## src/rtl/fetch_align_if.sv

```systemverilog
// fetch_align_if: req_* request handshake, fetch_* packet handshake and flush_* redirect bundle; master drives requests, slave is the splitter
interface fetch_align_if #(
  parameter int NUM_FETCH = 4,
  parameter int WID_W = 3
);
  localparam int NUM_W = $clog2(NUM_FETCH) + 1;
  logic req_valid;
  logic req_ready;
  logic [31:0] req_pc;
  logic [NUM_W-1:0] req_num;
  logic [WID_W-1:0] req_wid;
  logic fetch_valid;
  logic fetch_ready;
  logic [31:0] fetch_addr;
  logic [NUM_FETCH-1:0] fetch_mask;
  logic [WID_W-1:0] fetch_wid;
  logic fetch_last;
  logic fetch_misalign;
  logic flush_valid;
  logic [WID_W-1:0] flush_wid;
  modport master (
    output req_valid, req_pc, req_num, req_wid, fetch_ready, flush_valid, flush_wid,
    input req_ready, fetch_valid, fetch_addr, fetch_mask, fetch_wid, fetch_last, fetch_misalign
  );
  modport slave (
    input req_valid, req_pc, req_num, req_wid, fetch_ready, flush_valid, flush_wid,
    output req_ready, fetch_valid, fetch_addr, fetch_mask, fetch_wid, fetch_last, fetch_misalign
  );
endinterface

```

## src/rtl/fetch_align_splitter.sv

```systemverilog
// fetch_align_splitter: splits a fetch request into one or two block-aligned masked packets; ports clk, rst, bus (fetch_align_if.slave: req_*, fetch_*, flush_*)
module fetch_align_splitter #(
  parameter int NUM_FETCH = 4,
  parameter int INST_BYTES = 4,
  parameter int WID_W = 3
) (
  input logic clk,
  input logic rst,
  fetch_align_if.slave bus
);
  localparam int ALIGN = NUM_FETCH * INST_BYTES;
  localparam int NUM_W = $clog2(NUM_FETCH) + 1;
  typedef enum logic [1:0] {IDLE, HOLD1, HOLD2} state_t;
  state_t state, state_nx;
  logic [31:0] pc_n, base, addr2_r;
  logic [NUM_W-1:0] num_n;
  logic [32:0] end_a;
  logic [NUM_FETCH-1:0] mask1, mask2, mask2_r;
  logic split, fire, accept, flush_hit;
  always_comb begin
    pc_n = bus.req_pc & ~32'(INST_BYTES - 1);
    num_n = (bus.req_num == '0 || bus.req_num > NUM_W'(NUM_FETCH)) ? NUM_W'(NUM_FETCH) : bus.req_num;
    base = pc_n & ~32'(ALIGN - 1);
    end_a = {1'b0, pc_n} + 33'(num_n) * 33'(INST_BYTES);
    split = end_a > {1'b0, base} + 33'(ALIGN);
    mask1 = '0;
    mask2 = '0;
    for (int i = 0; i < NUM_FETCH; i++) begin
      mask1[i] = ({1'b0, base} + 33'(i * INST_BYTES) >= {1'b0, pc_n}) && ({1'b0, base} + 33'(i * INST_BYTES) < end_a);
      mask2[i] = {1'b0, base} + 33'(ALIGN + i * INST_BYTES) < end_a;
    end
  end
  assign fire = bus.fetch_valid & bus.fetch_ready;
  assign accept = bus.req_valid & bus.req_ready;
  assign flush_hit = bus.flush_valid && state != IDLE && bus.flush_wid == bus.fetch_wid;
  assign bus.req_ready = state == IDLE || (fire && bus.fetch_last);
  assign bus.fetch_valid = state != IDLE;
  always_comb begin
    state_nx = accept ? HOLD1 : flush_hit ? IDLE : !fire ? state : bus.fetch_last ? IDLE : HOLD2;
  end
  always_ff @(posedge clk) begin
    state <= rst ? IDLE : state_nx;
  end
  always_ff @(posedge clk) begin
    if (rst) begin
      bus.fetch_addr <= '0;
      bus.fetch_mask <= '0;
      bus.fetch_wid <= '0;
      bus.fetch_last <= 1'b0;
      bus.fetch_misalign <= 1'b0;
      addr2_r <= '0;
      mask2_r <= '0;
    end else if (accept) begin
      bus.fetch_addr <= base;
      bus.fetch_mask <= mask1;
      bus.fetch_wid <= bus.req_wid;
      bus.fetch_last <= !split;
      bus.fetch_misalign <= |(bus.req_pc & 32'(INST_BYTES - 1));
      addr2_r <= base + 32'(ALIGN);
      mask2_r <= mask2;
    end else if (fire && !bus.fetch_last && !flush_hit) begin
      bus.fetch_addr <= addr2_r;
      bus.fetch_mask <= mask2_r;
      bus.fetch_last <= 1'b1;
    end
  end
endmodule

```

## src/flat_wrapper.sv

```systemverilog
// flat-port wrapper written by rule: the top's interface ports become plain ports
module fetch_align_splitter_flat 
#(
  parameter int NUM_FETCH = 4,
  parameter int INST_BYTES = 4,
  parameter int WID_W = 3
)
  (clk, rst, bus_req_valid, bus_req_pc, bus_req_num, bus_req_wid, bus_fetch_ready, bus_flush_valid, bus_flush_wid, bus_req_ready, bus_fetch_valid, bus_fetch_addr, bus_fetch_mask, bus_fetch_wid, bus_fetch_last, bus_fetch_misalign);
  fetch_align_if #(.NUM_FETCH(NUM_FETCH), .WID_W(WID_W)) bus_i ();
  input logic clk;
  input logic rst;
  input wire logic [$bits(bus_i.req_valid)-1:0] bus_req_valid;
  input wire logic [$bits(bus_i.req_pc)-1:0] bus_req_pc;
  input wire logic [$bits(bus_i.req_num)-1:0] bus_req_num;
  input wire logic [$bits(bus_i.req_wid)-1:0] bus_req_wid;
  input wire logic [$bits(bus_i.fetch_ready)-1:0] bus_fetch_ready;
  input wire logic [$bits(bus_i.flush_valid)-1:0] bus_flush_valid;
  input wire logic [$bits(bus_i.flush_wid)-1:0] bus_flush_wid;
  output wire logic [$bits(bus_i.req_ready)-1:0] bus_req_ready;
  output wire logic [$bits(bus_i.fetch_valid)-1:0] bus_fetch_valid;
  output wire logic [$bits(bus_i.fetch_addr)-1:0] bus_fetch_addr;
  output wire logic [$bits(bus_i.fetch_mask)-1:0] bus_fetch_mask;
  output wire logic [$bits(bus_i.fetch_wid)-1:0] bus_fetch_wid;
  output wire logic [$bits(bus_i.fetch_last)-1:0] bus_fetch_last;
  output wire logic [$bits(bus_i.fetch_misalign)-1:0] bus_fetch_misalign;
  assign bus_i.req_valid = bus_req_valid;
  assign bus_i.req_pc = bus_req_pc;
  assign bus_i.req_num = bus_req_num;
  assign bus_i.req_wid = bus_req_wid;
  assign bus_i.fetch_ready = bus_fetch_ready;
  assign bus_i.flush_valid = bus_flush_valid;
  assign bus_i.flush_wid = bus_flush_wid;
  assign bus_req_ready = bus_i.req_ready;
  assign bus_fetch_valid = bus_i.fetch_valid;
  assign bus_fetch_addr = bus_i.fetch_addr;
  assign bus_fetch_mask = bus_i.fetch_mask;
  assign bus_fetch_wid = bus_i.fetch_wid;
  assign bus_fetch_last = bus_i.fetch_last;
  assign bus_fetch_misalign = bus_i.fetch_misalign;
  fetch_align_splitter #(.NUM_FETCH(NUM_FETCH), .INST_BYTES(INST_BYTES), .WID_W(WID_W)) u_core (.clk(clk), .rst(rst), .bus(bus_i));
endmodule
```

## config.mk

```make
export PLATFORM = sky130hd
export DESIGN_NAME = fetch_align_splitter_flat
export DESIGN_NICKNAME = d
export VERILOG_FILES = /design/src/rtl/fetch_align_if.sv /design/src/rtl/fetch_align_splitter.sv /design/src/flat_wrapper.sv
export SDC_FILE = /design/constraint.sdc
export NUM_CORES = 1
export LEC_CHECK = 0
export ABC_CLOCK_PERIOD_IN_PS = 10400
export CORE_MARGIN = 2
export CORE_UTILIZATION = 60
export CTS_CLUSTER_DIAMETER = 40
export DETAILED_ROUTE_END_ITERATION = 16
export GPL_ROUTABILITY_DRIVEN = 1
export HOLD_SLACK_MARGIN = 0.02
export PLACE_DENSITY = 0.87
export SLEW_MARGIN = 0
export SYNTH_ARGS = -nofsm -noshare
export SYNTH_HDL_FRONTEND = slang
export SYNTH_SLANG_ARGS = --single-unit
```

## constraint.sdc

```tcl
create_clock -name clk -period 10.4 [get_ports clk]
set_input_delay 1.04 -clock clk [delete_from_list [all_inputs] [get_ports clk]]
set_output_delay 1.04 -clock clk [all_outputs]
set_load 0.03 [all_outputs]
```

# After elaboration in Yosys (flattened, before gate mapping)
# Cells that the tools add are included.
# word_totals
out_inout_bits,43
latch_bits,0
reg_bits,79
elab_cells,69
mem_bits_ro,0
memories,0
ram_bits,0
# op_classes
div,0
add_sub_neg,9
reduce_logical,22
eq_ne,1
n_shift,0
mul,0
n_mux,11
n_lt_le_gt_ge,14
bitwise_logic,2
# op_table
operator,n
< comparator 33 bit,7
adder 32 x 5 -> 33 bit (second input constant),4
>= comparator 33 x 32 -> 1 bit,3
adder 32 x 4 -> 33 bit (second input constant),2
2-to-1 mux 32 bit,2
adder 32 x 3 -> 33 bit (second input constant),1
adder 32 x 5 -> 33 bit,1
greater-than comparator 33 bit,1
< comparator 32 x 33 -> 1 bit,1
adder 32 x 5 -> 32 bit (second input constant),1
>= comparator 32 bit,1
logical AND 1 bit,9
2-to-1 mux 4 bit,2
2-to-1 mux 1 bit,5
nonzero test 2 bit,2
OR reduction 2 bit,2
equality test 3 bit,1
greater-than comparator 3 bit (second input constant),1
logical NOT 1 bit,3
logical NOT 3 bit,1
2-to-1 mux 3 bit,1
nonzero test 3 bit,1
OR reduction 3 bit,1
AND 1 bit,2
3 further kinds,4

# Depth between registers and ports, before layout
# Gate-level depths: netlist (run 1).
# logic_depth
word_depth,7
depth_mapped,20
mapped_depth_nobuf,20

# Worst setup path before layout (run 1)
# Ideal clock, no wire load.
# synth_timing
kind,input to register
start,input port bus_req_num[1]
end,register u_core.bus.fetch_last
cell_stages,19
slack_ps,5335
setup_time_ps,57
n_path_buf,2
t_arrival_ps,5008
path_cell_list,or2_2 -> ha_1 -> nor2b_1 -> fa_1 -> a21oi_1 -> or4_1 -> buf_2 -> or3_1 -> buf_2 -> or2_1 -> xnor2_1 -> inv_1 -> ha_1 -> nand4_1 -> nor2_1 -> nand4_1 -> o31ai_1 -> o221ai_1 -> o21ba_2
# synth_between
elab_chain_len,7
# synth_rtl
item,line,text
from (decl),flat_wrapper.sv:14,input wire logic [$bits(bus_i.req_num)-1:0] bus_req_num;
greater-than comparator 3 bit or logical NOT 3 bit (tied branches),fetch_align_splitter.sv:22,num_n = (bus.req_num == '0 || bus.req_num > NUM_W'(NUM_FETCH)) ? NUM_W'(NUM_FETCH) : bus.req_num;
logical OR 1 bit,fetch_align_splitter.sv:22,
2-to-1 mux 3 bit (*),fetch_align_splitter.sv:22,
adder 32 x 5 -> 33 bit (*),fetch_align_splitter.sv:24,"end_a = {1'b0, pc_n} + 33'(num_n) * 33'(INST_BYTES);"
greater-than comparator 33 bit (*),fetch_align_splitter.sv:25,"split = end_a > {1'b0, base} + 33'(ALIGN);"
logical NOT 1 bit (*),fetch_align_splitter.sv:57,bus.fetch_last <= !split;
2-to-1 mux 1 bit (*),fetch_align_splitter.sv:53,end else if (accept) begin
to (signal assigned),fetch_align_splitter.sv:57,
to (decl),fetch_align_if.sv:27,"output req_ready, fetch_valid, fetch_addr, fetch_mask, fetch_wid, fetch_last, fetch_misalign"
# Every way passes the cells marked *; elsewhere a longest branch is shown, timed or not.
# A chain may end at the register's enable or synchronous reset.

# Worst setup path in the final report (run 1)
# Ends and elaborated chain as after synthesis.

==> results of run 1 <==
## area by class of cell
class / count / share of cell area, %
inverters: 75 / 3.95
clock inverters: 3 / 0.596
clock buffers: 13 / 2.09
well taps: 133 / 2.33
repair buffers: 88 / 12.1
flip-flops and latches: 71 / 19.9
multi-input cells: 579 / 59.0
## flip-flops by register name (all words and copies together) (netlist names)
register                   flops
u_core.mask2_r                 4
u_core.bus.fetch_mask          4
u_core.addr2_r                28
u_core.bus.fetch_addr         28
u_core.state                   2
u_core.bus.fetch_last          1
u_core.bus.fetch_misalign      1
u_core.bus.fetch_wid           3
## power groups by stage
stage          combinational (mW)  sequential, mW  clock, mW
6_report                    0.287           0.316      0.228
5_1_grt                     0.313           0.319      0.242
4_1_cts                     0.286           0.315      0.230
3_5_place_dp                0.284           0.321          0
3_3_place_gp                0.277           0.320          0
2_1_floorplan               0.163           0.347          0
## critical path, cell delays in order
cell and delay, ns:
sky130_fd_sc_hd__clkdlybuf4s50_1 0.40, sky130_fd_sc_hd__or2_2 0.29, sky130_fd_sc_hd__ha_1 0.27, sky130_fd_sc_hd__nor2b_1 0.21, sky130_fd_sc_hd__fa_1 0.28, sky130_fd_sc_hd__a21oi_1 0.16, sky130_fd_sc_hd__or4_1 0.56, sky130_fd_sc_hd__or3_1 0.50
sky130_fd_sc_hd__or2_1 0.28, sky130_fd_sc_hd__xnor2_1 0.21, sky130_fd_sc_hd__inv_1 0.07, sky130_fd_sc_hd__ha_1 0.31, sky130_fd_sc_hd__nand4_1 0.21, sky130_fd_sc_hd__nor2_1 0.17, sky130_fd_sc_hd__nand4_1 0.20, sky130_fd_sc_hd__o31ai_1 0.45
sky130_fd_sc_hd__o221ai_1 0.18, sky130_fd_sc_hd__o21ba_2 0.25
## path summary, 6_finish.rpt
| kind | startpoint | endpoint | slack (ns) |
|---|---|---|---|
| hold reg to reg | u_core.mask2_r[3]$_SDFFE_PP0P_ | u_core.mask2_r[3]$_SDFFE_PP0P_ | 0.47 |
| setup / recovery | bus_req_num[1] | u_core.bus.fetch_last$_SDFFE_PP0P_ | 4.66 |
| hold / removal | u_core.mask2_r[3]$_SDFFE_PP0P_ | u_core.mask2_r[3]$_SDFFE_PP0P_ | 0.47 |
| setup reg to reg | u_core.bus.fetch_last$_SDFFE_PP0P_ | u_core.bus.fetch_mask[0]$_SDFFE_PP0P_ | 7.70 |
## layer usage
metal  vias up  wire, um
li1       2794         -
met1      2702      7200
met2       191      7960
met3        37       882
met4         0       473
met5         -         0
## per-stage QoR
stage / hold slack [ns] / util [%] / power (mW)
after floorplan: 0.425 / - / 0.510
after global placement: 0.445 / 70.7 / 0.596
after detailed placement: 0.459 / 70.7 / 0.606
after CTS: 0.470 / 72.7 / 0.831
after global routing: 0.505 / 72.7 / 0.874
final: 0.474 / 72.7 / 0.830
## kinds of logic (layout without fill, tap and decap cells)
family / after synthesis / in the layout / synth area share, %
other: 1 / 4 / 0.0614
AND/OR/NAND/NOR: 244 / 244 / 19.2
multiplexers: 36 / 36 / 5.92
flip-flops: 71 / 71 / 23.3
XOR/XNOR: 56 / 56 / 8.03
adder cells (fa/ha/maj): 81 / 81 / 16.7
AO/OA/AOI/OAI: 158 / 158 / 18.6
buffers and inverters: 128 / 179 / 8.23
## cell usage in the layout (no fill, tap or decap), types with 26 or more instances in the layout
cell type / synthesis / final
sky130_fd_sc_hd__nor2_1: 91 / 91
sky130_fd_sc_hd__clkdlybuf4s50_1: 0 / 83
sky130_fd_sc_hd__ha_1: 80 / 80
sky130_fd_sc_hd__inv_1: 74 / 74
sky130_fd_sc_hd__dfxtp_1: 71 / 71
sky130_fd_sc_hd__a211oi_1: 56 / 56
sky130_fd_sc_hd__nand2_1: 49 / 48
sky130_fd_sc_hd__mux2i_1: 35 / 35
sky130_fd_sc_hd__xnor2_1: 32 / 32
sky130_fd_sc_hd__a21oi_1: 26 / 26
==> reports/metrics.sh, run 1 <==
FLOORPLAN.CORE_AREA_UM2=9820
SYNTH.DISTINCT_CELLS=61
SYN_STD_CELL_AREA_UM2=6110
GRT_ANTENNA_BEFORE_REPAIR=0
AREA_OF_ALL_PLACED_CELLS_WITHOUT_FILLERS_UM2=7140
AREA.GROWTH.SYNTH_TO_FINAL_PCT=16.8
YOSYS_MOST_USED_DFF='sky130_fd_sc_hd__dfxtp_1'
SYNTH-ASYNC-RESET-RATIO_PCT=0
INITIAL_CORE_UTIL_PCT=62.2
SYNTH-EDFF-COUNT=0
PLACE_CONGESTION=0.926
P_COMB_SHARE_PCT=34.6
DIEWIDTH_UM=105
POST_CTS_RESIZE_COUNT=0
P_SEQ_SHARE_PCT=38.0
OUTCOME='finished clean'
DRC_ERRORS=0
AREA.SEQUENTIAL_UM2=1420
DRT-TOTAL-WL_UM=16500
PLACEMENT.SETUP.WORST_SLACK_NS=4.35
ROOT_BUFFER='sky130_fd_sc_hd__clkbuf_8'
POST-DP-HPWL_UM=12900
HOLD_BUFFERS=0
BIGGEST_FANOUT_ALONG_THE_WORST_TIMING_PATH=7
DIE_AREA_UM2=11000
STANDARD_CELL_AREA_AFTER_DETAILED_PLACEMENT_UM2=6940
REG2REG_DEPTH=8
PERIOD_SHARE_PCT=55.2
GRT_USE_MET2_PCT=53.0
CLOCK-SINKS=71
MAXIMUM_VDD_DROP_mV=0.0762
POWER_SWITCHING_SHARE_PCT=35.7
DRTANTENNAVIOLNETS=0
SYNTHESIS.YOSYS.WARNINGS=0
CP-START-KIND='input port'
AGGREGATE_GLOBAL_ROUTE_RESOURCE_USAGE_PCT=30.6
CTS.CLK_SLEW.WORST_PATHS_NS=0.07
GRT_SETUP_UNREPAIRED='false'
FIN_SKEW_NS=0.00915
WORST_HOLD_PATH.NUM_CELLS=2
POST_LAYOUT_MIN_PERIOD_NS=5.74
REQUIRED_NS=10.71
STATIC-LEAKAGE-POWER_nW=3.10
FIRST_PASS_GRT_WIRE_LENGTH_UM=27200
SYNTH.MOST_COMMON_CELL='sky130_fd_sc_hd__nor2_1'
FINALSETUPVIOLATIONS=0
POSTSYNTHREGISTERBITS=71
NUMBER_OF_STANDARD_CELLS_IN_THE_FINAL_LAYOUT_EXCLUDING_FILLERS=962
FIN_TNS_SETUP_NS=0
SHARE_CLK_OF_TOTAL_POWER_PCT=27.4
DETAILEDROUTE.FIRSTPASSITERATIONCOUNT=5
GR-TOTAL-OVERFLOW=0
IO_PINS=89
CELL_INTERNAL_PWR_mW=0.534
YS_TOP_CELLS_BY_COUNT='sky130_fd_sc_hd__nor2_1 (91), sky130_fd_sc_hd__ha_1 (80), sky130_fd_sc_hd__inv_1 (74)'
CP.ARRIVAL_NS=6.05
POWER_DENSITY_nW_PER_UM2=116
POST_SYNTHESIS_AVERAGE_CELL_AREA_UM2=7.88
FRACTION_OF_SYNTHESIZED_CELL_AREA_TAKEN_BY_THE_TOP_AREA_CELL_TYPE_PCT=23.3
TIMING.SETUP.CRITICAL_PATH_CLASS='in2reg'
WORST_SKEW_PAIR.LATE_LATENCY_NS=0.36
GRT_MAX_DEGREE=68
ANTENNADIODECOUNT=0
NUMBER_OF_GLOBAL_ROUTE_VIAS_BEFORE_REPAIR=5658
NETS=951
FIN_WS_NS=4.66
PORT_BUF_INSERTS=84
ROUTED_WIRE_LENGTH_PER_INSTANCE_UM=17.2
WORST-SLEW-PIN-TRANSITION_NS=0.778
WORSTSETUPENDPOINTTYPE='register'
MULTIINPUTGATEAREA_UM2=4210
CTS-ROOT-TO-SINK-BUFFERS=2
ROUTED-VIA-COUNT=5724
TIMING.SLEW.HEADROOM_PCT=47.7
POWER_SWITCHING_mW=0.296
FIRST_ITER_VIOLATIONS=455
CTS.REPAIR_TIMING.SETUP_BUFFER_COUNT=0
HOLD_VIOL_FINAL=0
POSTSYNTHCELLCOUNT=775
HTREE_LEVELS=3
HOLD_CLASS='reg2reg'
RANKING_OF_SYNTHESIZED_CELLS_BY_AREA='sky130_fd_sc_hd__dfxtp_1 (23%), sky130_fd_sc_hd__ha_1 (16%), sky130_fd_sc_hd__a211oi_1 (6.9%), sky130_fd_sc_hd__mux2i_1 (5.7%), sky130_fd_sc_hd__nor2_1 (5.6%)'
NUM-FILL-CELLS=777
GRT.MET1_USAGE_PCT=38.2
NUM_ROWS=36
TRITONCTS_CLOCK_TREE='done'
TIMING_MAX_TRANSITION_VIOLATIONS_FINAL=0
DIE-HEIGHT_UM=105
GRT_MOST_USED_LAYER='met2'
DRIVE_GT1_SHARE_PCT=4.46
FMAX_MHz=174
LEADING_AREA_CONTRIBUTOR_AFTER_SYNTHESIS='sky130_fd_sc_hd__dfxtp_1'
DETAIL_ROUTE.VIAS_PER_CELL=5.95
TIMING.MAX_CAP.VIOLATIONS=0
DP_CELLS=946
GRTUSAGEMET3_PCT=4.05
SEQ_AREA_FRAC_SYNTH_PCT=23.3
CTS_BUFFERS=9
Power figures use the tool's default switching activity.
==> run 2, diff against run 1 <==
--- a/config.mk
+++ b/config.mk
@@ -5,14 +5,14 @@
 export SDC_FILE = /design/constraint.sdc
 export NUM_CORES = 1
 export LEC_CHECK = 0
-export ABC_CLOCK_PERIOD_IN_PS = 10400
+export ABC_CLOCK_PERIOD_IN_PS = 5940
 export CORE_MARGIN = 2
-export CORE_UTILIZATION = 60
+export CORE_UTILIZATION = 56
 export CTS_CLUSTER_DIAMETER = 40
 export DETAILED_ROUTE_END_ITERATION = 16
 export GPL_ROUTABILITY_DRIVEN = 1
 export HOLD_SLACK_MARGIN = 0.02
-export PLACE_DENSITY = 0.87
+export PLACE_DENSITY = 0.82
 export SLEW_MARGIN = 0
 export SYNTH_ARGS = -nofsm -noshare
 export SYNTH_HDL_FRONTEND = slang
==> constraint.sdc (replaced) <==
create_clock -name clk -period 5.94 [get_ports clk]
set_input_delay 0.594 -clock clk [delete_from_list [all_inputs] [get_ports clk]]
set_output_delay 0.594 -clock clk [all_outputs]
set_load 0.03 [all_outputs]
==> reports/metrics.sh, run 2 (synthesis gave the netlist of run 1 again) <==
DIE_AREA_UM2=11800  # +6.9%
WORSTREG2REGSTART='u_core.bus.fetch_last$_SDFFE_PP0P_'
FLOORPLAN.CORE_AREA_UM2=10700  # +9.4%
DP_CELLS=955  # +0.95%
WORST-SLEW-PIN-TRANSITION_NS=0.739  # -0.0381 ns
HOLD_BUFFERS=0  # unchanged
TIMING.SETUP.CRITICAL_PATH_CLASS='in2reg'
POST_CTS_RESIZE_COUNT=0  # unchanged
DRIVE_GT1_SHARE_PCT=4.81  # +0.35 points
TRITONCTS_CLOCK_TREE='done'
GRT_SETUP_UNREPAIRED='false'
MAXIMUM_VDD_DROP_mV=0.119  # +55%
CTS_BUFFERS=9  # unchanged
SHARE_CLK_OF_TOTAL_POWER_PCT=25.6  # -1.8 points
TIMING.CRITICAL_PATH.TO='u_core.bus.fetch_last$_SDFFE_PP0P_'
PERIOD_SHARE_PCT=88.1
DIE-HEIGHT_UM=108  # +3.4%
INITIAL_CORE_UTIL_PCT=56.9  # -5.4 points
CTS-ROOT-TO-SINK-BUFFERS=2  # unchanged
POWER_DENSITY_nW_PER_UM2=200  # +71%
R2R_SLACK_NS=3.54  # -4.16 ns
HOLD_VIOL_FINAL=0  # unchanged
GRT_MAX_DEGREE=68  # unchanged
AREA.GROWTH.SYNTH_TO_FINAL_PCT=16.9
DETAIL_ROUTE.VIAS_PER_CELL=5.91  # -0.75%
TIMING_MAX_TRANSITION_VIOLATIONS_FINAL=0  # unchanged
REQUIRED_NS=6.27  # -4.44 ns
FINALSETUPVIOLATIONS=0  # unchanged
TIMING.RR.END='u_core.bus.fetch_mask[2]$_SDFFE_PP0P_'
ROUTED_WIRE_LENGTH_PER_INSTANCE_UM=17.3  # +0.90%
NUM_ROWS=38  # +5.6%
CLOCK-SINKS=71  # unchanged
IO_PINS=89  # unchanged
OUTCOME='finished clean'
DRTANTENNAVIOLNETS=0  # unchanged
STATIC-LEAKAGE-POWER_nW=3.11  # +0.17%
AREA.SEQUENTIAL_UM2=1420  # unchanged
TOTAL_POWER_CONSUMPTION_mW=1.43  # +72%
TIMING.SLEW.HEADROOM_PCT=50.3  # +2.6 points
NETS=953  # +0.21%
CTS.REPAIR_TIMING.SETUP_BUFFER_COUNT=0  # unchanged
DRT-TOTAL-WL_UM=16800  # +1.8%
MULTIINPUTGATEAREA_UM2=4210  # unchanged
ROUTED-VIA-COUNT=5734  # +0.17%
CP.ARRIVAL_NS=5.56  # -0.49 ns
P_SEQ_SHARE_PCT=38.8  # +0.8 points
DIEWIDTH_UM=108  # +3.4%
TIMING.CRITICAL_PATH.FROM='bus_req_num[1]'
DETAILEDROUTE.FIRSTPASSITERATIONCOUNT=6  # +1
TIMING.MAX_CAP.VIOLATIONS=0  # unchanged
POWER_SWITCHING_mW=0.521  # +76%
FIRST_ITER_VIOLATIONS=415  # -8.8%
AGGREGATE_GLOBAL_ROUTE_RESOURCE_USAGE_PCT=28.8  # -1.8 points
GR-TOTAL-OVERFLOW=0  # unchanged
POST_LAYOUT_MIN_PERIOD_NS=5.24
POST_ROUTE_CORE_UTILIZATION_PCT=66.5  # -6.2 points
FIN_SKEW_NS=0.0113  # +0.00218 ns
CELL_INTERNAL_PWR_mW=0.905  # +69%
BIGGEST_FANOUT_ALONG_THE_WORST_TIMING_PATH=7  # unchanged
PORT_BUF_INSERTS=84  # unchanged
POST-DP-HPWL_UM=12600  # -2.5%
LAYOUT_COMMONEST_CELL='sky130_fd_sc_hd__nor2_1'
REG2REG_DEPTH=7  # -1
POWER_SWITCHING_SHARE_PCT=36.5  # +0.87 points
P_COMB_SHARE_PCT=35.6  # +1.0 points
CP-START-KIND='input port'
MOST-COMMON-LAYOUT-CELLS='sky130_fd_sc_hd__nor2_1 (91), sky130_fd_sc_hd__clkdlybuf4s50_1 (83), sky130_fd_sc_hd__ha_1 (80), sky130_fd_sc_hd__inv_1 (74), sky130_fd_sc_hd__dfxtp_1 (71)'
BIGGESTREGSBYFLOPS='u_core.addr2_r x28, u_core.bus.fetch_addr x28'
WORST_SKEW_PAIR.LATE_LATENCY_NS=0.38  # +0.02 ns
WORSTSETUPENDPOINTTYPE='register'
NUMBER_OF_GLOBAL_ROUTE_VIAS_BEFORE_REPAIR=5456  # -3.6%
FIN_TNS_SETUP_NS=0  # unchanged
PLACE_CONGESTION=0.949  # +2.5%
FIRST_PASS_GRT_WIRE_LENGTH_UM=26400  # -3.1%
NUMBER_OF_STANDARD_CELLS_IN_THE_FINAL_LAYOUT_EXCLUDING_FILLERS=971  # +0.94%
ANTENNADIODECOUNT=0  # unchanged
NUM-FILL-CELLS=965  # +24%
HTREE_LEVELS=3  # unchanged
GRT_ANTENNA_BEFORE_REPAIR=0  # unchanged
FMAX_MHz=191
ROOT_BUFFER='sky130_fd_sc_hd__clkbuf_8'
DRC_ERRORS=0  # unchanged
CTS.CLK_SLEW.WORST_PATHS_NS=0.07  # about the same
HOLD_CLASS='reg2reg'
run 2: cell count changes in the layout (fill, tap and decap cells not counted), sizes merged:
cell / previous run / this run
buf: 5 / 7
bufinv: 1 / 0
clkinv: 1 / 2
run 2: per-layer routing:
layer / vias to the layer above / routed length (um) / GRT usage, %
met3: 31 / 1000 / 3.80
met1: 2714 / 7390 / 35.8
met2: 200 / 7930 / 49.4
li1: 2789 / - / -
met5: - / 0 / 0
met4: 0 / 502 / 12.9
run 2: per-stage QoR:
stage	instance area (um2)	worst slack [ns]	hold slack, ns
floorplan	6120	1.32	0.425
global placement	6970	0.589	0.445
detailed placement	6970	0.386	0.460
CTS	7140	0.782	0.471
global route	7140	0.355	0.490
finish	7140	0.704	0.475
run 2: layout make-up:
cell class                      count  area share [%]
Clock buffer                       13            2.22
Clock inverter                      3           0.245
Inverter                           75            3.94
Multi-Input combinational cell    579            58.9
Sequential cell                    71            19.9
Tap cell                          140            2.45
Timing Repair Buffer               90            12.3
run 2: worst max-delay path, cell delays in order:
cell	delay (ns)
sky130_fd_sc_hd__clkdlybuf4s50_1	0.42
sky130_fd_sc_hd__or2_2	0.30
sky130_fd_sc_hd__ha_1	0.28
sky130_fd_sc_hd__nor2b_1	0.22
sky130_fd_sc_hd__fa_1	0.27
sky130_fd_sc_hd__a21oi_1	0.16
sky130_fd_sc_hd__or4_1	0.55
sky130_fd_sc_hd__or3_1	0.50
sky130_fd_sc_hd__or2_1	0.29
sky130_fd_sc_hd__xnor2_1	0.20
sky130_fd_sc_hd__inv_1	0.07
sky130_fd_sc_hd__ha_1	0.30
sky130_fd_sc_hd__nand4_1	0.21
sky130_fd_sc_hd__nor2_1	0.16
sky130_fd_sc_hd__nand4_1	0.18
sky130_fd_sc_hd__o31ai_1	0.42
sky130_fd_sc_hd__o221ai_1	0.17
sky130_fd_sc_hd__o21ba_2	0.24
run 2: how the worst min path moves through the flow:
stage                                         startpoint                        endpoint  slack, ns  cells past startpoint
final                     u_core.addr2_r[5]$_SDFFE_PP0P_  u_core.addr2_r[5]$_SDFFE_PP0P_       0.47                      2
after global routing      u_core.addr2_r[5]$_SDFFE_PP0P_  u_core.addr2_r[5]$_SDFFE_PP0P_       0.49                      2
after CTS                 u_core.addr2_r[5]$_SDFFE_PP0P_  u_core.addr2_r[5]$_SDFFE_PP0P_       0.47                      2
after detailed placement  u_core.addr2_r[5]$_SDFFE_PP0P_  u_core.addr2_r[5]$_SDFFE_PP0P_       0.46                      2
after global placement    u_core.addr2_r[5]$_SDFFE_PP0P_  u_core.addr2_r[5]$_SDFFE_PP0P_       0.45                      2
after floorplan           u_core.mask2_r[2]$_SDFFE_PP0P_  u_core.mask2_r[2]$_SDFFE_PP0P_       0.42                      2
run 2: power groups by stage:
stage | logic, mW | registers (mW) | clock network, mW
after floorplan | 0.285 | 0.608 | 0
after global placement | 0.485 | 0.561 | 0
after detailed placement | 0.499 | 0.563 | 0
after CTS | 0.502 | 0.553 | 0.374
after global routing | 0.550 | 0.558 | 0.394
final | 0.507 | 0.553 | 0.365
==> run 3, diff against run 2 <==
--- a/config.mk
+++ b/config.mk
@@ -13,6 +13,7 @@
 export GPL_ROUTABILITY_DRIVEN = 1
 export HOLD_SLACK_MARGIN = 0.02
 export PLACE_DENSITY = 0.82
+export SKIP_LAST_GASP = 1
 export SLEW_MARGIN = 0
 export SYNTH_ARGS = -nofsm -noshare
 export SYNTH_HDL_FRONTEND = slang
==> constraint.sdc (replaced) <==
create_clock -name clk -period 5.94 [get_ports clk]
set_input_delay 0.594 -clock clk [delete_from_list [all_inputs] [get_ports clk]]
set_output_delay 0.594 -clock clk [all_outputs]
set_load 0.005 [all_outputs]
==> results of run 3 <==
Same layout as run 2 (identical final DEF). Status: finished clean.
Main changes from that run: total power 1.43 mW -> 1.37 mW; worst IR drop on VDD 0.119 mV -> 0.118 mV
